File: src/rtl/led_pkg.sv
// Shared definitions for the LED pulse stretcher: channel state encoding
// and the helper that sizes the per-channel down-counter.
package led_pkg;

  typedef enum logic [1:0] {
    ST_IDLE = 2'd0,
    ST_ON   = 2'd1,
    ST_GAP  = 2'd2
  } led_state_e;

  // Counter must hold the larger of the two reload values.
  function automatic int cnt_width(input int on_cycles, input int gap_cycles);
    int max_cycles;
    max_cycles = (on_cycles > gap_cycles) ? on_cycles : gap_cycles;
    return (max_cycles < 1) ? 1 : $clog2(max_cycles + 1);
  endfunction

endpackage

File: src/rtl/led_pulse_array_if.sv
// Event inputs, mode selects and LED/busy outputs of the pulse stretcher
// array, bundled so the top level and its driver share one port list.
interface led_pulse_array_if #(
  parameter int CH_NUM = 4
);
  logic [CH_NUM-1:0] trig_in;
  logic [CH_NUM-1:0] mode_retrig;
  logic [CH_NUM-1:0] led_out;
  logic [CH_NUM-1:0] busy;

  // Driver side: issues events, observes LEDs.
  modport master (
    output trig_in,
    output mode_retrig,
    input  led_out,
    input  busy
  );

  // Stretcher side.
  modport slave (
    input  trig_in,
    input  mode_retrig,
    output led_out,
    output busy
  );
endinterface

File: src/rtl/led_pulse_chan.sv
// One pulse stretcher channel: input synchroniser, rising-edge detect,
// IDLE/ON/GAP state machine with a shared down-counter and a one-deep
// pending flag for queue mode. Output "lit" is active-high; polarity is
// applied by the top level.
module led_pulse_chan
  import led_pkg::*;
#(
  parameter int ON_CYCLES  = 2_500_000,
  parameter int GAP_CYCLES = 2_500_000
) (
  input  logic sys_clk,
  input  logic sys_rst,
  input  logic trig_in,
  input  logic mode_retrig,
  output logic lit,
  output logic busy
);

  localparam int CW = cnt_width(ON_CYCLES, GAP_CYCLES);
  localparam logic [CW-1:0] ON_LOAD  = CW'(ON_CYCLES - 1);
  localparam logic [CW-1:0] GAP_LOAD = CW'((GAP_CYCLES > 0) ? GAP_CYCLES - 1 : 0);
  localparam bit HAS_GAP = (GAP_CYCLES > 0);

  logic          trig_d1_reg;
  logic          trig_d2_reg;
  logic          rise;
  led_state_e    state_reg;
  led_state_e    state_next;
  logic [CW-1:0] cnt_reg;
  logic [CW-1:0] cnt_next;
  logic          pending_reg;
  logic          pending_next;
  logic          lit_reg;
  logic          busy_reg;

  // Two-flop synchroniser for the asynchronous event input.
  always_ff @(posedge sys_clk or posedge sys_rst) begin
    if (sys_rst) begin
      trig_d1_reg <= 1'b0;
      trig_d2_reg <= 1'b0;
    end else begin
      trig_d1_reg <= trig_in;
      trig_d2_reg <= trig_d1_reg;
    end
  end

  assign rise = trig_d1_reg & ~trig_d2_reg;

  // Next-state logic: first the counter-driven transition, then any rise is
  // applied against the state we are heading into, so a rise that lands on
  // a count boundary is never lost.
  always_comb begin
    state_next   = state_reg;
    cnt_next     = cnt_reg;
    pending_next = pending_reg;

    case (state_reg)
      ST_IDLE: begin
        state_next = ST_IDLE;
      end
      ST_ON: begin
        if (cnt_reg == '0) begin
          if (HAS_GAP) begin
            state_next = ST_GAP;
            cnt_next   = GAP_LOAD;
          end else if (pending_reg) begin
            state_next   = ST_ON;
            cnt_next     = ON_LOAD;
            pending_next = 1'b0;
          end else begin
            state_next = ST_IDLE;
          end
        end else begin
          cnt_next = cnt_reg - CW'(1);
        end
      end
      ST_GAP: begin
        if (cnt_reg == '0) begin
          if (pending_reg) begin
            state_next   = ST_ON;
            cnt_next     = ON_LOAD;
            pending_next = 1'b0;
          end else begin
            state_next = ST_IDLE;
          end
        end else begin
          cnt_next = cnt_reg - CW'(1);
        end
      end
      default: begin
        state_next   = ST_IDLE;
        cnt_next     = '0;
        pending_next = 1'b0;
      end
    endcase

    if (rise) begin
      case (state_next)
        ST_IDLE: begin
          state_next = ST_ON;
          cnt_next   = ON_LOAD;
        end
        ST_ON: begin
          if (mode_retrig) begin
            cnt_next = ON_LOAD;
          end else begin
            pending_next = 1'b1;  // a second queued event is simply dropped
          end
        end
        ST_GAP: begin
          if (mode_retrig) begin
            state_next = ST_ON;
            cnt_next   = ON_LOAD;
          end else begin
            pending_next = 1'b1;
          end
        end
        default: begin
          state_next = state_next;
        end
      endcase
    end
  end

  // State, counter, pending flag and registered outputs.
  always_ff @(posedge sys_clk or posedge sys_rst) begin
    if (sys_rst) begin
      state_reg   <= ST_IDLE;
      cnt_reg     <= '0;
      pending_reg <= 1'b0;
      lit_reg     <= 1'b0;
      busy_reg    <= 1'b0;
    end else begin
      state_reg   <= state_next;
      cnt_reg     <= cnt_next;
      pending_reg <= pending_next;
      lit_reg     <= (state_next == ST_ON);
      busy_reg    <= (state_next != ST_IDLE);
    end
  end

  assign lit  = lit_reg;
  assign busy = busy_reg;

endmodule

File: src/rtl/led_pulse_array.sv
// Multi-channel LED pulse stretcher. Each channel is an independent
// led_pulse_chan; the top only replicates them and sets LED polarity.
module led_pulse_array
  import led_pkg::*;
#(
  parameter int CH_NUM         = 4,
  parameter int ON_CYCLES      = 2_500_000,
  parameter int GAP_CYCLES     = 2_500_000,
  parameter bit LED_ACTIVE_LOW = 1'b1
) (
  input  logic          sys_clk,
  input  logic          sys_rst,
  led_pulse_array_if.slave bus
);

  // XOR mask turning the active-high lit flags into the board's LED level.
  localparam logic [CH_NUM-1:0] POLARITY_MASK = LED_ACTIVE_LOW ? {CH_NUM{1'b1}} : {CH_NUM{1'b0}};

  logic [CH_NUM-1:0] lit_vec;
  logic [CH_NUM-1:0] busy_vec;

  genvar gi;
  generate
    for (gi = 0; gi < CH_NUM; gi++) begin : g_chan
      led_pulse_chan #(
        .ON_CYCLES  (ON_CYCLES),
        .GAP_CYCLES (GAP_CYCLES)
      ) u_chan (
        .sys_clk     (sys_clk),
        .sys_rst     (sys_rst),
        .trig_in     (bus.trig_in[gi]),
        .mode_retrig (bus.mode_retrig[gi]),
        .lit         (lit_vec[gi]),
        .busy        (busy_vec[gi])
      );
    end
  endgenerate

  assign bus.led_out = lit_vec ^ POLARITY_MASK;
  assign bus.busy    = busy_vec;

endmodule

File: src/flat_wrapper.sv
// flat-port wrapper written by rule: the top's interface ports become plain ports
module led_pulse_array_flat import led_pkg::*;
#(
  parameter int CH_NUM         = 4,
  parameter int ON_CYCLES      = 2_500_000,
  parameter int GAP_CYCLES     = 2_500_000,
  parameter bit LED_ACTIVE_LOW = 1'b1
)
  (sys_clk, sys_rst, bus_trig_in, bus_mode_retrig, bus_led_out, bus_busy);
  led_pulse_array_if #(.CH_NUM(CH_NUM)) bus_i ();
  input  logic sys_clk;
  input  logic sys_rst;
  input wire logic [$bits(bus_i.trig_in)-1:0] bus_trig_in;
  input wire logic [$bits(bus_i.mode_retrig)-1:0] bus_mode_retrig;
  output wire logic [$bits(bus_i.led_out)-1:0] bus_led_out;
  output wire logic [$bits(bus_i.busy)-1:0] bus_busy;
  assign bus_i.trig_in = bus_trig_in;
  assign bus_i.mode_retrig = bus_mode_retrig;
  assign bus_led_out = bus_i.led_out;
  assign bus_busy = bus_i.busy;
  led_pulse_array #(.CH_NUM(CH_NUM), .ON_CYCLES(ON_CYCLES), .GAP_CYCLES(GAP_CYCLES), .LED_ACTIVE_LOW(LED_ACTIVE_LOW)) u_core (.sys_clk(sys_clk), .sys_rst(sys_rst), .bus(bus_i));
endmodule
File: config.mk
export PLATFORM = sky130hd
export DESIGN_NAME = led_pulse_array_flat
export DESIGN_NICKNAME = d
export VERILOG_FILES = /design/src/rtl/led_pkg.sv /design/src/rtl/led_pulse_array_if.sv /design/src/rtl/led_pulse_chan.sv /design/src/rtl/led_pulse_array.sv /design/src/flat_wrapper.sv
export SDC_FILE = /design/constraint.sdc
export NUM_CORES = 1
export LEC_CHECK = 0
export BUFFER_PORTS_ARGS = -buffer_cell sky130_fd_sc_hd__buf_2
export CELL_PAD_IN_SITES_DETAIL_PLACEMENT = 0
export CELL_PAD_IN_SITES_GLOBAL_PLACEMENT = 1
export CORE_MARGIN = 4
export CORE_UTILIZATION = 45
export CTS_CLUSTER_DIAMETER = 100
export DETAILED_ROUTE_END_ITERATION = 8
export PLACE_DENSITY_LB_ADDON = 0.1
export REMOVE_ABC_BUFFERS = 1
export SETUP_SLACK_MARGIN = 0.3
export SKIP_CTS_REPAIR_TIMING = 1
export SLEW_MARGIN = 25
export SYNTH_ARGS = -nofsm -noshare
export SYNTH_HDL_FRONTEND = slang
export SYNTH_SLANG_ARGS = --single-unit
export TNS_END_PERCENT = 5
File: constraint.sdc
create_clock -name sys_clk -period 5.13 [get_ports sys_clk]
set_input_delay 0.513 -clock sys_clk [delete_from_list [all_inputs] [get_ports sys_clk]]
set_output_delay 0.513 -clock sys_clk [all_outputs]
set_load 0.03 [all_outputs]
---- After elaboration in Yosys (flattened, before gate mapping) ----
Index checks and enable logic that the tools add are counted.
Widths: inputs -> output; s select.
word-level totals
  input port bits ......................... 10
  bits in registers ....................... 116
  output and inout port bits .............. 8
cells by class
  bitwise operators ....................... 9
  muxes and demuxes ....................... 76
  equality and inequality tests ........... 20
  $add $sub $neg .......................... 4
  reduce and logical (&&, ||, !) cells .... 24
operator list
  operator               number
  $mux 22                20
  $pmux 22 s3            4
  $pmux 22 s2            4
  $logic_not 22->1       4
  $sub 22x1->22 const B  4
  $mux 2                 16
  $pmux 2 s2             8
  $eq 2x1->1 const B     12
  $mux 1                 20
  $eq 2x2->1 const B     8
  $logic_not 2->1        8
  $reduce_or 2->1        8
  $pmux 1 s2             4
  $reduce_bool 2->1      4
  $and 1x1->1            4
  $not 1->1              4
  $not 4->4              1

---- Logic depth before layout (Yosys ltp) ----
  depth in word-level cells ............... 7
  mapped depth ............................ 14

---- By module ----
Synthesis repeated with hierarchy kept, for this count alone.
unflattened totals
  cell total of the unflattened synthesis .. 938
  area total of the unflattened synthesis .. 7762.4 um^2
by module, submodules not included
  module                                         times used  seq. area each (um^2)  area an instance (um^2)  cells an instance
  led_pulse_chan at u_core.g_chan[2].u_chan ...  2           725.7                  1971.9                   237
  led_pulse_chan at u_core.g_chan[0].u_chan ...  2           725.7                  1901.8                   230
  led_pulse_array                                1           0.0                    15.0                     4

---- Worst setup path before layout ----
No wires, ideal clock.
  path type ............................... register -> register
  start ................................... register u_core.g_chan[1].u_chan.cnt_reg[0]
  end ..................................... register u_core.g_chan[1].u_chan.cnt_reg[21]
  buffers on the path ..................... 1
  data arrival time ....................... 3.533 ns
  library setup time ...................... 0.126 ns
  period minus slack after synthesis ...... 3.659 ns
  setup slack ............................. 1.471 ns
  stages on the path, launching flop included .. 13
  path through ............................ dfrtp_1 inv_1 ha_1 nor4b_1 and4_1 clkbuf_1 a21oi_1 a31oi_2 ha_1 nor4_1 nor2_1 and2_1 a221o_1
between the ends
  cells in the longest elaborated chain, start to end .. 7
  elaborated cells on any way between the ends .. 15
  classes of those cells .................. add/sub: 1; eq/ne: 2; mux: 9; reduce/logical: 3
ends and longest elaborated chain
  element                                                line                   text
  from (decl)                                            led_pulse_chan.sv:29   logic [CW-1:0] cnt_reg;
  from (signal assigned)                                 led_pulse_chan.sv:135  cnt_reg <= cnt_next;
  branches (longest 6 deep; another with $sub 22x1->22)  n/a
  $mux 22 (*)                                            led_pulse_chan.sv:97   if (rise) begin
  net u_core.g_chan[1].u_chan.cnt_next[21]               led_pulse_chan.sv:30   logic [CW-1:0] cnt_next;
Mark *: on every way through the listed nets, which the timed path passes.

---- Worst setup path in the final report ----
  start ................................... register u_core.g_chan[2].u_chan.cnt_reg[1]
  end ..................................... register u_core.g_chan[2].u_chan.cnt_reg[15]
between the ends
  cells in the longest elaborated chain, start to end .. 7
  elaborated cells on any way between the ends .. 15
  classes of those cells .................. add/sub: 1; eq/ne: 2; mux: 9; reduce/logical: 3
ends and longest elaborated chain
  element                                                line
  from (decl)                                            led_pulse_chan.sv:29
  from (signal assigned)                                 led_pulse_chan.sv:135
  branches (longest 6 deep; another with $sub 22x1->22)  n/a
  $mux 22 (*)                                            led_pulse_chan.sv:97
  net u_core.g_chan[2].u_chan.cnt_next[15]               led_pulse_chan.sv:30
Marks and branches as above.

==> summary.txt <==
Post-synth EDFFs -> 0
per-cell routed wire length -> 17.87 µm
clock latency on the worst-skew pair -> 0.43 ns
Die W -> 140.7 µm
H-tree depth -> 4
TritonCTS buffer count -> 17
Die Y -> 140.7 µm
Least-Margin Pin Slew -> 0.8373 ns
Yosys reg bits -> 116
core area -> 0.01730 mm²
final WL -> 21230 µm
std cell rows -> 48
final worst-path cycle share -> 0.7727
Fin. Hold Viols -> 0
HPWL after DPL -> 15040 µm
syn_area_per_cell -> 8.433 µm²
Cell Count, Final, Fillers Out -> 1188
top cells by area, synth -> dfrtp_1 (37%), a21oi_1 (6.3%), ha_1 (6.3%), o21ai_0 (4.4%), a31oi_1 (3.6%)
Critical Setup Path Class -> reg2reg
relative slew slack -> 0.4398
crit path launch type -> flip-flop
max reg flops -> 88
first-pass GRT wire length -> 35770 µm
nets -> 1000
crit-path max FO -> 15
vias per cell -> 6.280
crit path time final -> 3.964 ns
post-synth cell types -> 72
post-route ant nets -> 0
Tot GR Track Use -> 0.2175
post-route worst setup slack -> 1.166 ns
top cell type by total area after synthesis -> dfrtp_1
total power -> 0.002712 W
synth warn -> 0
Worst Path Arrival -> 4.29 ns
CTS tree -> yes
most common library cells after synthesis -> dfrtp_1 (116), a21oi_1 (100), nor2_1 (73)
outcome -> completed
Remaining Overflow, GRT -> 0
# IOs -> 18
Max Fclk -> 252.3 MHz
Starting Density -> 0.4578
max cap viols -> 0
dpl ws -> 1.202 ns
Setup violations, final -> 0
Clock Sinks -> 116
initial antenna violation count -> 0
share of cells above drive strength 1 -> 0.09865
Iteration-0 DRC Markers -> 567
Fillers -> 1628
post-placement cell count -> 1156
setup TNS -> 0 ns
DR vias -> 7461
Worst Hold Class -> in2reg
Area growth, synth to finish -> 11.38%
pwr/cell area -> 307.5 mW/mm²
Worst-path clk slew -> 0.06 ns
Ant. Diodes -> 0
drt first pass iters -> 5
Static Leak -> 3.705 nW
die area -> 0.01978 mm²
CP Capture Type -> flip-flop
cell with the most instances after synthesis -> dfrtp_1
Max Slew Vio Count -> 0
Post-synth top flop -> dfrtp_1
port bufs -> 17
sequential element share of the synthesized area -> 0.3666
cell area after synthesis -> 0.007919 mm²
routability cong. -> 0.8978
Critical Path RT -> 5.45 ns
# DRC -> 0
peak supply drop -> 246.7 µV
pin count of the biggest net entering global routing -> 66
ys async rst share -> 1.000
hold slack -> 0.1898 ns
skew final -> 0.01389 ns
CTS root buffer -> clkbuf_16
Cells after Synth -> 939
RSZ-0062 raised after global routing -> no
vias in the first global route -> 7272
Bufs on Longest Clock Path -> 2
post-synth top area share -> 0.3666
## final cells by class
| type | instances | area [µm²] | share of cell area |
|---|---|---|---|
| timing repair buffer | 28 | 167.7 | 0.01901 |
| clock buffer | 19 | 452.9 | 0.05135 |
| sequential | 116 | 2903 | 0.3291 |
| multi-input combinational | 735 | 4661 | 0.5284 |
| tap | 225 | 281.5 | 0.03192 |
| clock inverter | 13 | 156.4 | 0.01773 |
| inverter | 52 | 197.7 | 0.02241 |
## through the flow
step,area (µm²),utilization
finish,8820,0.5099
CTS,8820,0.5099
detailed placement,8210,0.4747
global route,8820,0.5099
floorplan,7759,-
global placement,8210,0.4747
## path summary, 6_finish.rpt
kind,startpoint,end,slack [ns],cells past startpoint
worst max register to register,u_core.g_chan[2].u_chan.cnt_reg[1],u_core.g_chan[2].u_chan.cnt_reg[15],1.17,13
worst min-delay path,bus_trig_in[1],u_core.g_chan[1].u_chan.trig_d1_reg,0.19,1
max in group asynchronous,sys_rst,u_core.g_chan[0].u_chan.cnt_reg[8],3.72,3
worst max-delay path,u_core.g_chan[2].u_chan.cnt_reg[1],u_core.g_chan[2].u_chan.cnt_reg[15],1.17,13
worst min register to register,u_core.g_chan[3].u_chan.trig_d1_reg,u_core.g_chan[3].u_chan.trig_d2_reg,0.38,0
min in group asynchronous,sys_rst,u_core.g_chan[3].u_chan.cnt_reg[16],0.23,2
## metal layers
metal  routed length (µm)  vias to the layer above  part of all wire  track usage
li1                     -                     3557                 -            -
met1                 9788                     3635              0.46       0.2962
met2                10040                      235              0.47       0.3503
met3                 1051                       34             0.050      0.03901
met4                  342                        0             0.016      0.07547
met5                    0                        -                 0            0
## cell families (layout without fill, tap and decap cells)
logic type               Yosys count  in the layout  share of synthesized area
multiplexers                       9              9                    0.01169
AO/OA/AOI/OAI                    328            328                     0.2613
XOR/XNOR                           9              9                   0.009953
flip-flops                       116            116                     0.3666
AND/OR/NAND/NOR                  349            349                     0.2424
buffers and inverters             88            112                    0.04487
adder cells (fa/ha/maj)           40             40                    0.06320
## where the power goes
| group | internal [W] | switching [W] | leakage, nW |
|---|---|---|---|
| Clock | 0.000787 | 0.000443 | 0.299 |
| Combinational | 0.000158 | 0.000244 | 1.96 |
| Sequential | 0.000985 | 0.0000961 | 1.45 |
## worst max-delay path, stage by stage (launching register included)
cell,delay [ns]
dfrtp_1,0.39
inv_1,0.11
ha_1,0.15
or3b_2,0.48
or3_1,0.44
nor2_2,0.53
o221ai_1,0.33
ha_1,0.38
nand2b_1,0.09
nand2_1,0.07
nand2_1,0.16
a21oi_1,0.43
o21ai_0,0.18
o21ai_0,0.12
## cells in the final DEF (no fill, tap or decap), types with 10 or more instances in the layout
cell / Yosys / routed
dfrtp_1: 116 / 116
a21oi_1: 100 / 100
nor2_1: 73 / 73
o21ai_0: 70 / 70
nand2_1: 67 / 67
inv_1: 52 / 51
a31oi_1: 46 / 46
nor3_1: 40 / 40
ha_1: 40 / 40
nor4_1: 27 / 27
nand2b_1: 19 / 19
or3_1: 17 / 17
nand3_1: 17 / 17
clkbuf_16: 0 / 17
buf_2: 2 / 17
or4_1: 14 / 14
o21a_1: 13 / 13
a21o_1: 12 / 12
nand4_1: 11 / 11
buf_4: 6 / 11
o21ai_1: 10 / 10
Power figures use the tool's default switching activity.
